<file path="config.mk">
export PLATFORM = sky130hd
export DESIGN_NAME = braille_uart_tx
export DESIGN_NICKNAME = d
export VERILOG_FILES = /design/src/rtl/braille_uart_tx_pkg.sv /design/src/rtl/braille_uart_tx_result_fifo.sv /design/src/rtl/braille_uart_tx.sv
export SDC_FILE = /design/constraint.sdc
export NUM_CORES = 1
export LEC_CHECK = 0
export CELL_PAD_IN_SITES_DETAIL_PLACEMENT = 1
export CELL_PAD_IN_SITES_GLOBAL_PLACEMENT = 2
export CORE_MARGIN = 5
export CORE_UTILIZATION = 43
export DETAILED_ROUTE_END_ITERATION = 8
export HOLD_SLACK_MARGIN = 0.03
export PLACE_DENSITY = 0.9
export SLEW_MARGIN = 20
export SYNTH_ARGS = -nofsm -noshare
export SYNTH_HDL_FRONTEND = slang
export SYNTH_SLANG_ARGS = --single-unit
</file>
<file path="constraint.sdc">
create_clock -name clk -period 4.02 [get_ports clk]
set_input_delay 1.005 -clock clk [delete_from_list [all_inputs] [get_ports clk]]
set_output_delay 1.005 -clock clk [all_outputs]
set_load 0.005 [all_outputs]
</file>
<file path="src/rtl/braille_uart_tx_pkg.sv">
// Shared constants for the braille UART transmitter: packet framing, FSM
// encoding and the 6-dot braille cell table for 'a'..'z'.
package braille_uart_tx_pkg;

    localparam logic [7:0] PKT_HDR = 8'hAA;
    localparam int         PKT_LEN = 4;
    localparam logic [7:0] ALPHA_LO = 8'h61;
    localparam logic [7:0] ALPHA_HI = 8'h7A;

    typedef enum logic [2:0] {
        S_IDLE,
        S_LOAD,
        S_START,
        S_DATA,
        S_STOP
    } state_e;

    // Bit0 = dot1 .. bit5 = dot6, indexed by (alpha - 'a').
    localparam logic [7:0] DOT_TBL [26] = '{
        8'h01, 8'h03, 8'h09, 8'h19, 8'h11, 8'h0B, 8'h1B, 8'h13, 8'h0A,
        8'h1A, 8'h05, 8'h07, 8'h0D, 8'h1D, 8'h15, 8'h0F, 8'h1F, 8'h17,
        8'h0E, 8'h1E, 8'h25, 8'h27, 8'h3A, 8'h2D, 8'h3D, 8'h35
    };

    function automatic logic is_alpha(input logic [7:0] a);
        return (a >= ALPHA_LO) && (a <= ALPHA_HI);
    endfunction

endpackage

</file>
<file path="src/rtl/braille_uart_tx_result_fifo.sv">
// Result FIFO between the classifier strobe and the packet serializer.
// Supports simultaneous push and pop, including when full.
module result_fifo #(
    parameter int DEPTH = 8,
    parameter int W     = 8
) (
    input  logic         clk_i,
    input  logic         rst_ni,
    input  logic         push_i,
    input  logic [W-1:0] din_i,
    input  logic         pop_i,
    output logic [W-1:0] dout_o,
    output logic         full_o,
    output logic         empty_o
);

    localparam int AW = $clog2(DEPTH);

    logic [AW-1:0] wr_q, rd_q;
    logic [AW:0]   cnt_q;
    logic [W-1:0]  mem_q [DEPTH];

    always_ff @(posedge clk_i or negedge rst_ni) begin
        if (!rst_ni) begin
            wr_q  <= '0;
            rd_q  <= '0;
            cnt_q <= '0;
        end else begin
            if (push_i) wr_q <= wr_q + 1'b1;
            if (pop_i)  rd_q <= rd_q + 1'b1;
            case ({push_i, pop_i})
                2'b10:   cnt_q <= cnt_q + 1'b1;
                2'b01:   cnt_q <= cnt_q - 1'b1;
                default: cnt_q <= cnt_q;
            endcase
        end
    end

    // Storage needs no reset: the pointers and count define what is valid.
    always_ff @(posedge clk_i) begin
        if (push_i) mem_q[wr_q] <= din_i;
    end

    assign dout_o  = mem_q[rd_q];
    assign full_o  = (cnt_q == (AW+1)'(DEPTH));
    assign empty_o = (cnt_q == '0);

endmodule

</file>
<file path="src/rtl/braille_uart_tx.sv">
// Buffers classified characters and sends each as a 4-byte packet
// (header, alpha, braille dots, checksum) over an 8N1 UART line.
module braille_uart_tx
    import braille_uart_tx_pkg::*;
#(
    parameter int CLKS_PER_BIT = 868,
    parameter int FIFO_DEPTH   = 8
) (
    input  logic       clk,
    input  logic       reset_n,
    input  logic       i_valid,
    input  logic [7:0] i_alpha,
    output logic       o_tx,
    output logic       o_busy,
    output logic       o_overflow,
    output logic       o_bad_char
);

    state_e                        state_q, state_d;
    logic [15:0]                   baud_q, baud_d;
    logic [2:0]                    bit_q, bit_d;
    logic [1:0]                    byte_q, byte_d;
    logic [PKT_LEN-1:0][7:0]       pkt_q, pkt_d;
    logic                          tx_q, tx_d;
    logic                          busy_q, busy_d;
    logic                          ovf_q, ovf_d;
    logic                          bad_q, bad_d;

    logic       fifo_full, fifo_empty, pop, push_ok;
    logic [7:0] fifo_rd, ld_dots;
    logic [4:0] ld_idx;
    logic [2:0] nbit;
    logic       baud_last;

    assign pop     = (state_q == S_LOAD);
    assign push_ok = i_valid && (!fifo_full || pop);

    result_fifo #(.DEPTH(FIFO_DEPTH), .W(8)) u_fifo (
        .clk_i   (clk),
        .rst_ni  (reset_n),
        .push_i  (push_ok),
        .din_i   (i_alpha),
        .pop_i   (pop),
        .dout_o  (fifo_rd),
        .full_o  (fifo_full),
        .empty_o (fifo_empty)
    );

    always_comb begin
        ld_idx  = 5'(fifo_rd - ALPHA_LO);
        ld_dots = is_alpha(fifo_rd) ? DOT_TBL[ld_idx] : 8'h00;
    end

    assign baud_last = (baud_q == 16'(CLKS_PER_BIT - 1));
    assign nbit      = bit_q + 3'd1;

    // tx_d is the line level for the next cycle, so o_tx is a plain flop.
    always_comb begin
        state_d = state_q;
        baud_d  = baud_q;
        bit_d   = bit_q;
        byte_d  = byte_q;
        pkt_d   = pkt_q;
        tx_d    = tx_q;
        case (state_q)
            S_IDLE: begin
                tx_d = 1'b1;
                if (!fifo_empty) state_d = S_LOAD;
            end
            S_LOAD: begin
                pkt_d   = {PKT_HDR ^ fifo_rd ^ ld_dots, ld_dots, fifo_rd, PKT_HDR};
                byte_d  = '0;
                bit_d   = '0;
                baud_d  = '0;
                tx_d    = 1'b0;
                state_d = S_START;
            end
            S_START: begin
                if (baud_last) begin
                    baud_d  = '0;
                    bit_d   = '0;
                    tx_d    = pkt_q[byte_q][0];
                    state_d = S_DATA;
                end else begin
                    baud_d = baud_q + 16'd1;
                end
            end
            S_DATA: begin
                if (baud_last) begin
                    baud_d = '0;
                    if (bit_q == 3'd7) begin
                        bit_d   = '0;
                        tx_d    = 1'b1;
                        state_d = S_STOP;
                    end else begin
                        bit_d = nbit;
                        tx_d  = pkt_q[byte_q][nbit];
                    end
                end else begin
                    baud_d = baud_q + 16'd1;
                end
            end
            S_STOP: begin
                if (baud_last) begin
                    baud_d = '0;
                    if (byte_q != 2'(PKT_LEN - 1)) begin
                        byte_d  = byte_q + 2'd1;
                        tx_d    = 1'b0;
                        state_d = S_START;
                    end else begin
                        byte_d  = '0;
                        tx_d    = 1'b1;
                        state_d = fifo_empty ? S_IDLE : S_LOAD;
                    end
                end else begin
                    baud_d = baud_q + 16'd1;
                end
            end
            default: begin
                tx_d    = 1'b1;
                state_d = S_IDLE;
            end
        endcase
        // A pop only happens in LOAD, which always leaves state_d busy.
        busy_d = (state_d != S_IDLE) || push_ok || !fifo_empty;
        ovf_d  = ovf_q || (i_valid && fifo_full && !pop);
        bad_d  = bad_q || (push_ok && !is_alpha(i_alpha));
    end

    always_ff @(posedge clk or negedge reset_n) begin
        if (!reset_n) begin
            state_q <= S_IDLE;
            baud_q  <= '0;
            bit_q   <= '0;
            byte_q  <= '0;
            pkt_q   <= '0;
            tx_q    <= 1'b1;
            busy_q  <= 1'b0;
            ovf_q   <= 1'b0;
            bad_q   <= 1'b0;
        end else begin
            state_q <= state_d;
            baud_q  <= baud_d;
            bit_q   <= bit_d;
            byte_q  <= byte_d;
            pkt_q   <= pkt_d;
            tx_q    <= tx_d;
            busy_q  <= busy_d;
            ovf_q   <= ovf_d;
            bad_q   <= bad_d;
        end
    end

    assign o_tx       = tx_q;
    assign o_busy     = busy_q;
    assign o_overflow = ovf_q;
    assign o_bad_char = bad_q;

endmodule

</file>
### Word level (Yosys, flattened, before mapping)

Memories as Yosys holds them, arrays and structs flattened.
Index checks and enable logic that the tools add are counted.

* $add $sub $neg: 8
* order comparisons: 7
* equality and inequality tests: 13
* muxes and demuxes: 33
* bitwise operators: 3
* reduce and logical (&&, ||, !) cells: 26

Operators with widths (count)
* 2-to-1 mux 8 bit: 4
* one-hot mux 16 bit (2 select lines): 1
* 2-to-1 mux 3 bit: 8
* adder 16 x 1 -> 16 bit (second input constant): 1
* binary-select mux 8 bit (select 2 bit): 1
* == test 16 x 10 -> 1 bit (second input constant): 1
* >= comparator 8 x 7 -> 1 bit (second input constant): 2
* less-or-equal comparator 8 x 7 -> 1 bit (second input constant): 2
* 2-to-1 mux 16 bit: 1
* one-hot mux 3 bit (5 select lines): 1
* adder 3 x 1 -> 3 bit (second input constant): 3
* 2-to-1 mux 1 bit: 9
* one-hot mux 3 bit (3 select lines): 1
* inequality test 2 bit (second input constant): 4
* one-hot mux 4 bit (2 select lines): 1
* bitwise XOR 8 bit: 1
* == test 3 x 2 -> 1 bit (second input constant): 2
* == test 3 bit (second input constant): 2
* >= comparator 6 bit (second input constant): 1
* logical AND 1 bit: 6
* 2-to-1 mux 2 bit: 3
* inverter 5 -> 6 bit: 1
* AND reduction 3 bit: 2
* nonzero test 2 bit: 3
* other kinds (21): 29

* bits in registers: 63
* bits in writable memories: 64
* memory bits (read-only): 256
* input port bits: 11
* output and inout port bits: 4
* logic and storage cells: 107
* memories kept: 2

Memories
* (no name shown): depth 32, bits a word 8, rd ports 1, clocked after Yosys merged registers in 0, wr ports 0, RTL line braille_uart_tx.sv:51 `ld_dots = is_alpha(fifo_rd) ? DOT_TBL[ld_idx] : 8'h00;`
* u_fifo.mem_q: depth 8, bits a word 8, rd ports 1, clocked after Yosys merged registers in 0, wr ports 1, RTL line braille_uart_tx_result_fifo.sv:21 `logic [W-1:0] mem_q [DEPTH];`

### Depth between registers and ports, before layout

* depth after elaboration: 8
* mapped depth: 15
* depth with buffers taken out: 13

### By module

From an unflattened synthesis, not the netlist that was laid out.

* cells, all modules: 493
* area total of the unflattened synthesis: 6180.9 sq um

By module, submodules not included
* braille_uart_tx: instances 1, cells an instance 345, area an instance 3148.0 sq um, sequential area each 1252.5 sq um
* result_fifo: instances 1, cells an instance 148, area an instance 3032.9 sq um, sequential area each 2172.1 sq um

### Worst setup path after synthesis

OpenSTA, ideal clock, no wires.

* path type: reg2reg
* start: register u_fifo.rd_q[1]
* end: register pkt_q[27] in the netlist's numbering
* setup time: 0.130 ns
* arrival: 3.074 ns
* data required time: 3.890 ns
* slack: 0.816 ns
* cell stages (with the launch flop): 13
* buffers on the path: 2
* period minus slack after synthesis: 3.204 ns
* cells stage by stage: dfrtp_1 buf_6 buf_6 mux4_2 mux2i_4 ha_1 inv_1 xnor2_1 mux2i_1 o21ai_0 a32oi_1 a31oi_1 mux2i_1

* cells in the longest elaborated chain, start to end: 8
* elaborated cells on any way between the ends: 12
* those cells by class: add/sub (1); order compare (2); mux (3); bitwise (3); reduce/logical (1); memory (2)

RTL lines
* start, declared: RTL line braille_uart_tx_result_fifo.sv:19 `logic [AW-1:0] wr_q, rd_q;`
* start signal, assigned: RTL line braille_uart_tx_result_fifo.sv:30 `if (pop_i) rd_q <= rd_q + 1'b1;`
* memory (8 x 8 bit) *
* subtractor 5 x 1 -> 5 bit: RTL line braille_uart_tx.sv:50 `ld_idx = 5'(fifo_rd - ALPHA_LO);`
* inverter 5 -> 6 bit (not written as such): RTL line braille_uart_tx.sv:51
* memory (32 x 8 bit)
* 2-to-1 mux 8 bit (not written as such) (2 in a row): RTL line braille_uart_tx.sv:51
* 2-to-1 mux 8 bit: RTL line braille_uart_tx.sv:51
* bitwise XOR 8 bit *: RTL line braille_uart_tx.sv:71 `pkt_d = {PKT_HDR ^ fifo_rd ^ ld_dots, ld_dots, fifo_rd, PKT_HDR};`
* end signal, assigned: RTL line braille_uart_tx.sv:146 `pkt_q <= pkt_d;`
* end, declared: RTL line braille_uart_tx.sv:23 `logic [PKT_LEN-1:0][7:0] pkt_q, pkt_d;`

Every way passes the cells marked *; elsewhere a longest branch is shown, timed or not. The select of a mux whose other input is x is not followed.
A chain may end at the register's enable or synchronous reset.

### Worst setup path after layout

* start: register u_fifo.rd_q[1]
* end: register pkt_q[20] in the netlist's numbering

* cells in the longest elaborated chain, start to end: 7
* elaborated cells on any way between the ends: 10
* those cells by class: add/sub (1); order compare (2); mux (3); bitwise (1); reduce/logical (1); memory (2)

RTL lines (RTL line)
* memory (8 x 8 bit) *
* subtractor 5 x 1 -> 5 bit: braille_uart_tx.sv:50
* inverter 5 -> 6 bit (not written as such): braille_uart_tx.sv:51
* memory (32 x 8 bit)
* 2-to-1 mux 8 bit (not written as such) (2 in a row): braille_uart_tx.sv:51
* 2-to-1 mux 8 bit *: braille_uart_tx.sv:51

Marked as above.

==> impl_metrics.ini <==
[global_route]
grt_overflow = 0
grt_pass1_vias = 4370
grt_start_max_net_pins = 41
track_usage_pct = 18.9
antenna_found_initial = 0
grt_pass1_wl_mm = 23.9

[setup_path]
timing.rr.end = pkt_q[20]
crit_arrival_ps = 4060
worst_setup_path_end_kind = flip-flop
startpoint = u_fifo.rd_q[1]
r2r-start = u_fifo.rd_q[1]
r2r_setup_slack_ps = 260
crit_family = multiplexers
crit_end = pkt_q[20]
path_class = reg -> reg
slowest_delay_ps = 790
critPathSlowestCell = xnor2_1
crit_cells = 8
crit_fanout = 14
required_ps = 4330
crit_chain = buf_4 > mux4_2 > mux2i_4 > nand3_1 > xnor2_1 > a2111oi_0 > a211o_1 > o31ai_1
start_kind = flip-flop
rr_worst_depth = 8
crit_buf_inv = 1

[floorplanning]
die_x_um = 129
core_region_area_mm2 = 0.0138
initial_utilization_pct = 43.8
fp-row-count = 43
dieHeight_um = 129
die_area_mm2 = 0.0166
io_pins = 15

[logic_synthesis]
synth-simple-area-share_pct = 11.5
yosysTopAreaCellShare_pct = 31.7
synth_compound_area_share_pct = 11.4
syn_area_mm2 = 0.00606
synthMuxAreaShare_pct = 10.8
ys.flop_type = edfxtp_1
synth-edff-count = 64
synth_area_leader_cell = edfxtp_1
syn_nets = 517
synth-adder-area-share_pct = 3.22
ys_async_sr_fraction_pct = 48.4
yosys-top-cells-count = 64 x edfxtp_1, 59 x dfrtp_1, 55 x nand2_1
yosysUniqueCellTypes = 61
synthCells = 491
seq_area_frac_synth_pct = 56.5
synth_most_common_cell = edfxtp_1
avgSynthCellArea_um2 = 12.3
synth_xor_area_share_pct = 3.76
synth-seq-cells = 124
synth_top_family_by_area = simple AND/OR/NAND/NOR gates
yosysWarnings = 0
ys_top_cells_by_area = edfxtp_1 32%, dfrtp_1 24%, mux4_2 5.9%

[place]
post_dp_cell_area_mm2 = 0.00641
port_buffers = 14
place_inst = 679
hpwl_mm = 9.81
gp_congestion = 0.866

[sta]
rsz0062_at_grt = no
tightestPinTransition_ps = 971
max_slew_margin_pct = 34.8
fin_crit_ps = 3760
tns_ps = 0
skew_ps = 5.45
fmax_mhz = 266
hold_slack_ps = 479
post-route-period-util_pct = 93.4
hold_violations = 0
setup-violations-final = 0
drv_slew = 0

[layout]
fin_cells = 711
layout-drive-gt1-share_pct = 16.0
fin_nets = 544
design_area_mm2 = 0.00699
syn2layout_area_growth_pct = 15.4
diodes = 0

[clocking]
cts_sinks = 124
cts_tree = yes
htreeDepth = 4
cts_resized = 0
cts.clk_slew.worst_paths_ps = 60
clk-insertion-delay-late_ps = 420
cts_buffers = 17
cts_hold_buf = 0
clk_path_buf_depth = 2
cts_root_buffer = clkbuf_16
post_cts_buffers = 0

[routing]
dr.pass1.iters = 4
drc = 0
ant_nets = 0
wl_per_cell_um = 20.5
num_vias = 4018
wl_mm = 14.6
drt-initial-drc-count = 178
vias_per_cell = 5.65

[pwr]
power.density_mw_per_mm2 = 515
vdd_drop_max_mv = 0.355
power.leakage_uw = 0.00261

[status]
outcome = complete, no violations

[worst_hold_path]
hold_path_startpoint = pkt_q[1]
hp-class = reg -> reg

[job]
max-cap-violations = 0
state kept, by name (all words and copies together), names as in the netlist:
register,flops
u_fifo.rd_q,3
o_busy,1
bit_q,3
o_tx,1
o_overflow,1
u_fifo.cnt_q,4
byte_q,2
state_q,3
o_bad_char,1
pkt_q,22
baud_q,16
u_fifo.mem_q,64
u_fifo.wr_q,3
through the flow:
stage	worst slack, ps	total power, uW	util, %
after floorplan	816	1910	-
after global placement	504	2060	46.4
final	264	3600	50.6
after detailed placement	369	2130	46.4
after CTS	330	3620	50.5
after global routing	56.0	3750	50.6
placed cells by master, fill, tap and decap left out, drive strengths merged, types with 3 or more instances in the layout:
cell	count
clkinv	6
a21o	3
edfxtp	64
nand4	4
o22ai	3
nor4	6
xor2	12
dfrtp	59
clkdlybuf4s50	13
ha	14
o21a	4
inv	17
clkbuf	19
a22oi	10
o21ai	31
and3	6
nand2b	7
nand2	55
mux2i	13
o31ai	3
and2	4
a22o	4
a21oi	19
o211ai	4
nor2	40
a221oi	3
nor3	7
nor2b	4
mux4	16
nand3	13
buf	16
xnor2	14
mux2	9
where the power goes:
| group | switching [uW] | internal [uW] | total, uW |
|---|---|---|---|
| Combinational | 324 | 205 | 529 |
| Clock | 607 | 881 | 1490 |
| Sequential | 88.6 | 1490 | 1580 |
| Total | 1020 | 2580 | 3600 |
cells by family after synthesis:
group,count (synthesis)
flops,124
simple gates,152
fa+ha+maj,15
compound gates,102
mux,38
buf+inv,34
xor+xnor,26
area by class of cell:
| cell class | count | area, um^2 |
|---|---|---|
| Clock inverter | 13 | 133 |
| Inverter | 13 | 48.8 |
| Clock buffer | 19 | 443 |
| Fill cell | 1399 | 6840 |
| Timing Repair Buffer | 29 | 250 |
| Multi-Input combinational cell | 333 | 2470 |
| Tap cell | 180 | 225 |
| Sequential cell | 124 | 3420 |
worst min-delay path by stage:
| stage | slack (ps) | depth (start not counted) | endpoint |
|---|---|---|---|
| detailed placement | 460 | 1 | o_bad_char |
| floorplan | 440 | 1 | pkt_q[1] |
| global placement | 450 | 1 | o_overflow |
| finish | 480 | 1 | pkt_q[1] |
| CTS | 480 | 1 | pkt_q[1] |
| global route | 510 | 1 | pkt_q[1] |
layer usage:
| layer | track usage, % | vias up | share of wire, % |
|---|---|---|---|
| met5 | 0 | - | 0 |
| met4 | 5.93 | 0 | 1.6 |
| met3 | 4.61 | 20 | 2.5 |
| met2 | 32.8 | 56 | 52 |
| met1 | 23.4 | 2065 | 44 |
| li1 | - | 1877 | - |
worst reg2reg max path: stages, from the launching register on:
cell and delay [ps]:
dfrtp_1 580, buf_4 300, mux4_2 550, mux2i_4 460
nand3_1 170, xnor2_1 790, a2111oi_0 190, a211o_1 370
o31ai_1 250
(Power assumes the default switching activity.)
